File: src/rtl/cpu_pkg.sv
// cpu_pkg: shared widths, opcodes and fetch FSM encoding for the 16-bit processor
package cpu_pkg;
  localparam int ADDR_W = 10;
  localparam int INSTR_W = 16;
  localparam logic [2:0] OP_ADD = 3'b000;
  localparam logic [2:0] OP_ADDI = 3'b001;
  localparam logic [2:0] OP_SUBI = 3'b010;
  localparam logic [2:0] OP_BEQ = 3'b011;
  localparam logic [2:0] OP_JALR = 3'b100;
  localparam logic [2:0] OP_LUI = 3'b101;
  localparam logic [2:0] OP_SW = 3'b110;
  localparam logic [15:0] NOP_INSTR = 16'h0000;
  typedef enum logic [1:0] {BOOT, RUN, HALT} fetch_state_t;
endpackage

File: src/rtl/fetch_stage_if.sv
// fetch_stage_if: asynchronous-read instruction memory port
interface fetch_stage_if #(parameter int ADDR_W = cpu_pkg::ADDR_W, parameter int INSTR_W = cpu_pkg::INSTR_W);
  logic [ADDR_W-1:0] imem_addr;
  logic [INSTR_W-1:0] imem_instr;
  modport master (output imem_addr, input imem_instr);
  modport slave (input imem_addr, output imem_instr);
endinterface

File: src/rtl/if_id_reg.sv
// if_id_reg: IF/ID pipeline register with load, hold and flush-to-NOP
module if_id_reg #(
  parameter int ADDR_W = 10,
  parameter int INSTR_W = 16
) (
  input  logic               clk,
  input  logic               rst_n,
  input  logic               load,
  input  logic               flush,
  input  logic [INSTR_W-1:0] instr,
  input  logic [ADDR_W-1:0]  pc,
  output logic               valid,
  output logic [INSTR_W-1:0] instr_q,
  output logic [2:0]         opcode,
  output logic [ADDR_W-1:0]  pc_q,
  output logic [ADDR_W-1:0]  pc_next
);
  import cpu_pkg::*;
  always_ff @(posedge clk or negedge rst_n)
    if (!rst_n) begin
      valid <= 1'b0;
      instr_q <= '0;
      opcode <= '0;
      pc_q <= '0;
      pc_next <= '0;
    end else if (flush) begin
      valid <= 1'b0;
      instr_q <= INSTR_W'(NOP_INSTR);
      opcode <= '0;
    end else if (load) begin
      valid <= 1'b1;
      instr_q <= instr;
      opcode <= instr[INSTR_W-1 -: 3];
      pc_q <= pc;
      pc_next <= ADDR_W'(pc + 1'b1);
    end
endmodule

File: src/rtl/fetch_stage.sv
// fetch_stage: owns the PC, fetches from imem and fills IF/ID; handles stall, redirect and halt
module fetch_stage #(
  parameter int ADDR_W = 10,
  parameter int INSTR_W = 16,
  parameter int RESET_PC = 0,
  parameter int LAST_PC = 1023
) (
  input  logic               clk,
  input  logic               rst_n,
  fetch_stage_if.master      imem,
  input  logic               stall_i,
  input  logic               redirect_i,
  input  logic [ADDR_W-1:0]  redirect_pc_i,
  input  logic               halt_i,
  output logic [ADDR_W-1:0]  pc_o,
  output logic               ifid_valid_o,
  output logic [INSTR_W-1:0] ifid_instr_o,
  output logic [2:0]         ifid_opcode_o,
  output logic [ADDR_W-1:0]  ifid_pc_o,
  output logic [ADDR_W-1:0]  ifid_pc_next_o,
  output logic               halted_o,
  output logic [15:0]        fetch_count_o
);
  import cpu_pkg::*;
  fetch_state_t state, state_nx;
  logic [ADDR_W-1:0] pc, pc_nx;
  logic run, capture, flush;
  assign run = state == RUN;
  assign capture = run && !halt_i && !redirect_i && !stall_i;
  // HALT keeps flushing so the register reads as a NOP bubble forever
  assign flush = state == HALT || (run && (halt_i || redirect_i));
  always_comb begin
    state_nx = state == BOOT ? (halt_i ? HALT : RUN) :
               (run && (halt_i || (capture && pc == ADDR_W'(LAST_PC)))) ? HALT : state;
    pc_nx = (run && !halt_i && redirect_i) ? redirect_pc_i :
            capture ? ADDR_W'(pc + 1'b1) : pc;
  end
  always_ff @(posedge clk or negedge rst_n)
    if (!rst_n) begin
      state <= BOOT;
      pc <= ADDR_W'(RESET_PC);
      fetch_count_o <= '0;
    end else begin
      state <= state_nx;
      pc <= pc_nx;
      if (capture && fetch_count_o != 16'hFFFF) fetch_count_o <= fetch_count_o + 16'd1;
    end
  if_id_reg #(.ADDR_W(ADDR_W), .INSTR_W(INSTR_W)) u_ifid (
    .clk(clk),
    .rst_n(rst_n),
    .load(capture),
    .flush(flush),
    .instr(imem.imem_instr),
    .pc(pc),
    .valid(ifid_valid_o),
    .instr_q(ifid_instr_o),
    .opcode(ifid_opcode_o),
    .pc_q(ifid_pc_o),
    .pc_next(ifid_pc_next_o)
  );
  assign imem.imem_addr = pc;
  assign pc_o = pc;
  assign halted_o = state == HALT;
endmodule
File: src/flat_wrapper.sv
// flat-port wrapper written by rule: the top's interface ports become plain ports
module fetch_stage_flat import cpu_pkg::*;
#(
  parameter int ADDR_W = 10,
  parameter int INSTR_W = 16,
  parameter int RESET_PC = 0,
  parameter int LAST_PC = 1023
)
  (clk, rst_n, stall_i, redirect_i, redirect_pc_i, halt_i, pc_o, ifid_valid_o, ifid_instr_o, ifid_opcode_o, ifid_pc_o, ifid_pc_next_o, halted_o, fetch_count_o, imem_imem_addr, imem_imem_instr);
  fetch_stage_if #(.ADDR_W(ADDR_W), .INSTR_W(INSTR_W)) imem_i ();
  input  logic clk;
  input  logic rst_n;
  input  logic stall_i;
  input  logic redirect_i;
  input  logic [ADDR_W-1:0] redirect_pc_i;
  input  logic halt_i;
  output logic [ADDR_W-1:0] pc_o;
  output logic ifid_valid_o;
  output logic [INSTR_W-1:0] ifid_instr_o;
  output logic [2:0] ifid_opcode_o;
  output logic [ADDR_W-1:0] ifid_pc_o;
  output logic [ADDR_W-1:0] ifid_pc_next_o;
  output logic halted_o;
  output logic [15:0] fetch_count_o;
  output wire logic [$bits(imem_i.imem_addr)-1:0] imem_imem_addr;
  input wire logic [$bits(imem_i.imem_instr)-1:0] imem_imem_instr;
  assign imem_imem_addr = imem_i.imem_addr;
  assign imem_i.imem_instr = imem_imem_instr;
  fetch_stage #(.ADDR_W(ADDR_W), .INSTR_W(INSTR_W), .RESET_PC(RESET_PC), .LAST_PC(LAST_PC)) u_core (.clk(clk), .rst_n(rst_n), .imem(imem_i), .stall_i(stall_i), .redirect_i(redirect_i), .redirect_pc_i(redirect_pc_i), .halt_i(halt_i), .pc_o(pc_o), .ifid_valid_o(ifid_valid_o), .ifid_instr_o(ifid_instr_o), .ifid_opcode_o(ifid_opcode_o), .ifid_pc_o(ifid_pc_o), .ifid_pc_next_o(ifid_pc_next_o), .halted_o(halted_o), .fetch_count_o(fetch_count_o));
endmodule
File: config.mk
export PLATFORM = sky130hd
export DESIGN_NAME = fetch_stage_flat
export DESIGN_NICKNAME = d
export VERILOG_FILES = /design/src/rtl/cpu_pkg.sv /design/src/rtl/fetch_stage_if.sv /design/src/rtl/if_id_reg.sv /design/src/rtl/fetch_stage.sv /design/src/flat_wrapper.sv
export SDC_FILE = /design/constraint.sdc
export NUM_CORES = 1
export LEC_CHECK = 0
export CAP_MARGIN = 20
export CORE_UTILIZATION = 48
export DETAILED_ROUTE_END_ITERATION = 6
export PLACE_DENSITY = 0.87
export SETUP_SLACK_MARGIN = 0.15
export SLEW_MARGIN = 0
export SYNTH_ARGS = -nofsm -noshare
export SYNTH_HDL_FRONTEND = slang
export SYNTH_SLANG_ARGS = --single-unit
File: constraint.sdc
create_clock -name clk -period 2.51 [get_ports clk]
set_clock_uncertainty 0.05 [all_clocks]
set_input_delay 0.502 -clock clk [delete_from_list [all_inputs] [get_ports clk]]
set_output_delay 0.502 -clock clk [all_outputs]
set_load 0.05 [all_outputs]
== Word-level counts from Yosys, hierarchy flattened ==
Cells that the tools add are included.
W data, S select, Z words.

* Input bits: 31
* Word-level logic and storage cells: 45
* Output and inout bits: 77
* Bits in registers: 68

* Equal/unequal tests: 4
* Reductions and logical operators: 19
* Bitwise gates (word level): 1
* Muxes and demuxes: 11
* Add/subtract/negate cells: 2

{| class="wikitable"
|+ Operator list
! kind !! count
|-
| $mux W16 || 2
|-
| $mux W10 || 2
|-
| $add A16 B1 Y16 const B || 1
|-
| $ne A16 B16 Y1 const B || 1
|-
| $add A10 B1 Y10 const B || 1
|-
| $eq A10 B10 Y1 const B || 1
|-
| $logic_and A1 B1 Y1 || 8
|-
| $mux W2 || 3
|-
| $mux W3 || 2
|-
| $reduce_bool A2 Y1 || 3
|-
| $logic_not A1 Y1 || 3
|-
| $logic_or A1 B1 Y1 || 3
|-
| $eq A2 B1 Y1 const B || 1
|-
| $eq A2 B2 Y1 const B || 1
|-
| $logic_not A2 Y1 || 1
|-
| $mux W1 || 2
|-
| $reduce_and A2 Y1 || 1
|-
| $not A1 Y1 || 1
|}

== Logic depth before layout (Yosys ltp) ==
* Word-level depth: 9
* Mapped depth: 6
* Mapped depth without buffers: 5

== Cells and area by module ==
Synthesis repeated with hierarchy kept, for this count alone.

* Cell total of the unflattened synthesis: 319
* Area total of the unflattened synthesis: 3163.0 um2

{| class="wikitable"
|+ Modules (own cells, without submodules)
! module !! area an instance (um2) !! cells each !! sequential area each (um2) !! instances
|-
| if_id_reg || 1584.0 || 158 || 925.9 || 1
|-
| fetch_stage || 1579.0 || 161 || 700.7 || 1
|}

== Least setup slack after synthesis ==
Ideal clock, no wire load.

* Path kind: register to register
* Start point: register u_core.state[1]
* End point: register u_core.u_ifid.instr_q[10]
* Period minus slack after synthesis: 2061 ps
* Cell stages (with the launch flop): 5
* Setup time: 121 ps
* Required time: 2339 ps
* Arrival time: 1890 ps
* Slack: 449 ps
* Path buffers: 1
* Path through: dfrtp_1 nor2b_1 nor2_1 buf_2 a22o_1

* Elaborated cells between the ends (all ways): 9
* Those cells by class: 2 x eq/ne; 1 x mux; 6 x reduce/logical

{| class="wikitable"
|+ RTL lines
! item !! line !! RTL
|-
| from (decl) || fetch_stage.sv:25 || <nowiki>fetch_state_t state, state_nx;</nowiki>
|-
| from (signal assigned) || fetch_stage.sv:44 || <nowiki>state <= state_nx;</nowiki>
|-
| $eq A2 B2 Y1 * || -- ||
|-
| via halted_o || flat_wrapper.sv:23 || <nowiki>output logic halted_o;</nowiki>
|-
| $logic_or A1 B1 Y1 * || fetch_stage.sv:31 || <nowiki>assign flush = state == HALT || (run && (halt_i || redirect_i));</nowiki>
|-
| $mux W16 or $reduce_bool A2 Y1 (tied branches) || -- ||
|-
| to (signal assigned) || if_id_reg.sv:28 || <nowiki>instr_q <= INSTR_W'(NOP_INSTR);</nowiki>
|-
| to (signal assigned) || if_id_reg.sv:32 || <nowiki>instr_q <= instr;</nowiki>
|-
| to (decl) || if_id_reg.sv:13 || <nowiki>output logic [INSTR_W-1:0] instr_q,</nowiki>
|}

Mark *: on every way through the listed nets, which the timed path passes. The rest lies on a longest branch.
A chain may end at the register's enable or synchronous reset.

== Worst setup path after layout ==
* Start point: register u_core.fetch_count_o[3]
* End point: output fetch_count_o[3]

{| class="wikitable"
|+ RTL lines
! item !! line !! RTL
|-
| from (decl) || fetch_stage.sv:22 || <nowiki>output logic [15:0] fetch_count_o</nowiki>
|-
| from (signal assigned) || fetch_stage.sv:46 || <nowiki>if (capture && fetch_count_o != 16'hFFFF) fetch_count_o <= fetch_count_o + 16'd1;</nowiki>
|-
| to (decl) || flat_wrapper.sv:24 || <nowiki>output logic [15:0] fetch_count_o;</nowiki>
|}

No word-level cell between the ends.

==> flow_summary.yaml <==
sta:
  final-max-slew-violation-count: 0
  final.setup.worst_slack_ps: 233
  hold_violations: 0
  final-setup-viol-count: 0
  finalCritPeriodShare_pct: 90.7
  clock.fmax_mhz: 439
  rsz0062_at_grt: "false"
  timing.hold.ws_ps: 287
  tightest_slew_ps: 1100
  fin_crit_ps: 2280
  slew-limit-headroom_pct: 26.3
  final.setup.tns_ps: 0
synthesis:
  synth_common_cells: "dfrtp_1, nand2_1, o21ai_0"
  syn_nets: 322
  synth_ff_type: "dfrtp_1"
  synth-seq-cells: 65
  ys_types: 47
  avgSynthCellArea_um2: 10.5
  synth_edf_count: 0
  async_reset_ff_share_pct: 100
  synth_most_common_cell: "dfrtp_1"
  ys_warn_count: 0
  synthesis.area_mm2: 0.00304
  synth_top_area_cell: "dfrtp_1"
  syn_inst: 289
  synth_top_cell_area_share_pct: 53.5
  ys_top_cells_by_area: "dfrtp_1, nand2_1, a22o_1, buf_4, xor2_1"
  seq_area_frac_synth_pct: 53.5
clock_network:
  numCtsBuffers: 9
  clk_path_buf_depth: 2
  clock_sinks: 65
  cts_root_buffer: "clkbuf_8"
  cts.htree.levels: 3
  ctsHoldBuffers: 0
  clk_pin_slew_worst_paths_ps: 70
  cts_tree: "done"
  clk_latency_ps: 330
layout:
  fillers: 447
  nets: 421
  layout-drive-gt1-share_pct: 7.91
  final_cells: 467
  fin_util_pct: 71.6
  design_area_mm2: 0.00431
  num_antenna_cells: 0
  area_growth_pct: 41.8
setup_path:
  critPathBufInv: 1
  worstPathArrival_ps: 1730
  crit_family: "buffers and inverters"
  endpoint_kind: "output port"
  startpoint_type: "flop"
  crit_chain: "clkdlybuf4s50_1"
  reg2reg_depth: 4
  r2r-start: "u_core.state[1]$_DFFE_PN0P_"
  path_class: "flop to output port"
  crit_slowest_cell: "clkdlybuf4s50_1"
  critPathMaxFanout: 7
  r2r-end: "u_core.u_ifid.instr_q[8]$_DFFE_PN0P_"
  cp.depth: 1
  cp-startpoint: "u_core.fetch_count_o[3]$_DFFE_PN0P_"
  critPathMaxStageDelay_ps: 870
  endpoint: "fetch_count_o[3]"
  rrSetupSlack_ps: 420
  cp.required_ps: 1960
hold_path:
  min_path_type: "primary input to async pin"
floorplanning:
  coreArea_mm2: 0.00603
  die_y_um: 81.6
  die_w_um: 81.6
  dieArea_mm2: 0.00666
  start_util_pct: 50.5
  io_pins: 108
  num_rows: 28
detailed_routing:
  m1WireLength_um: 3140
  routed-wl-met3_um: 611
  routed-wl-met2_um: 3760
  drcViolationCount: 0
  vias_per_cell: 5.70
  ant_nets: 0
  wl_um: 7700
  wl_per_cell_um: 16.5
  drtIter0Drc: 142
  vias: 2662
  top_layer: "met4"
  dr.pass1.iters: 4
power_and_ir_drop:
  vdd_drop_max_v: 0.000312
  power.density_mw_per_mm2: 528
  p_leak_nw: 1.99
  power_mw: 2.28
global_route:
  grt_pass1_wl_um: 12500
  antenna_found_initial: 0
  globalRouteTotalUtil_pct: 24.9
  grt_max_degree: 66
  grt_pass1_vias: 2648
  overflow: 0
run_status:
  outcome: "finished clean"
job:
  max_cap_viol_count: 0
placed_design:
  place_ws_ps: -5.36
  globalplace.congestion: 0.879
  dp_hpwl_um: 5490
  dp.cells: 452
  placed_area_mm2: 0.00411
  portBuffers: 107
-- state kept, by name (all words and copies together) (netlist names) --
register	count
u_core.u_ifid.pc_q	10
u_core.u_ifid.valid	1
u_core.imem.imem_addr	10
u_core.u_ifid.pc_next	10
u_core.u_ifid.instr_q	15
u_core.state	2
u_core.u_ifid.opcode	1
u_core.fetch_count_o	16
-- logic make-up (layout without fill, tap and decap cells) --
kind of cell    after synthesis  in the layout  share of synthesized area [%]
fa+ha+maj                     2              2                          0.823
simple gates                111            111                           19.8
flops                        65             65                           53.5
mux                           4              4                           1.44
buf+inv                      29            132                           5.68
xor+xnor                     17             17                           4.90
compound gates               61             61                           13.9
-- cell type report --
class                      instances  area (um2)  area share (%)
inverter                           3        11.3           0.261
multi-input combinational        195        1240            28.9
timing repair buffer             114        1140            26.4
clock buffer                      13         159            3.68
clock inverter                     2        37.5           0.870
tap                               75        93.8            2.18
sequential                        65        1630            37.7
-- how the worst min path moves through the flow --
stage,from,endpoint,slack [ps],depth (start not counted)
after detailed placement,u_core.u_ifid.pc_next[1]$_DFFE_PN0P_,u_core.u_ifid.pc_next[1]$_DFFE_PN0P_,410,2
final,rst_n,u_core.state[0]$_DFFE_PN0P_,290,2
after global placement,u_core.u_ifid.pc_q[0]$_DFFE_PN0P_,u_core.u_ifid.pc_q[0]$_DFFE_PN0P_,410,2
after floorplan,rst_n,u_core.fetch_count_o[0]$_DFFE_PN0P_,160,0
after global routing,rst_n,u_core.fetch_count_o[0]$_DFFE_PN0P_,370,2
after CTS,rst_n,u_core.u_ifid.pc_next[5]$_DFFE_PN0P_,310,2
-- routing by layer --
metal  vias up  global-route usage [%]
met1      1275                    31.0
met2       140                    40.8
li1       1224                       -
met5         -                       0
met3        23                    5.78
met4         0                    12.3
-- cells in the final DEF (no fill, tap or decap), types with 3 or more instances in the layout --
cell and instances:
a21o_1 4, a21oi_1 10, a221o_1 5, a22o_1 16
and3_1 4, buf_4 6, clkbuf_8 11, clkdlybuf4s50_1 101
dfrtp_1 65, dlymetal6s2s_1 4, inv_1 3, nand2_1 45
nand3_1 8, nand4_1 7, nor2_1 9, nor2b_1 3
nor3_1 11, nor4_1 5, o21ai_0 18, xnor2_1 5
xor2_1 12
-- power breakdown --
group	internal, mW	total [mW]	switching (mW)
logic	0.113	0.296	0.183
clock network	0.509	0.883	0.375
registers	1.07	1.10	0.0326
total	1.69	2.28	0.591
-- repair_timing --
item	4_1_cts	5_1_grt
endpoints found under the setup margin	1	4
setup buffers	0	0
pin swaps	0	0
resized for setup	1	4
No activity file was read; power rests on OpenSTA's default activity.
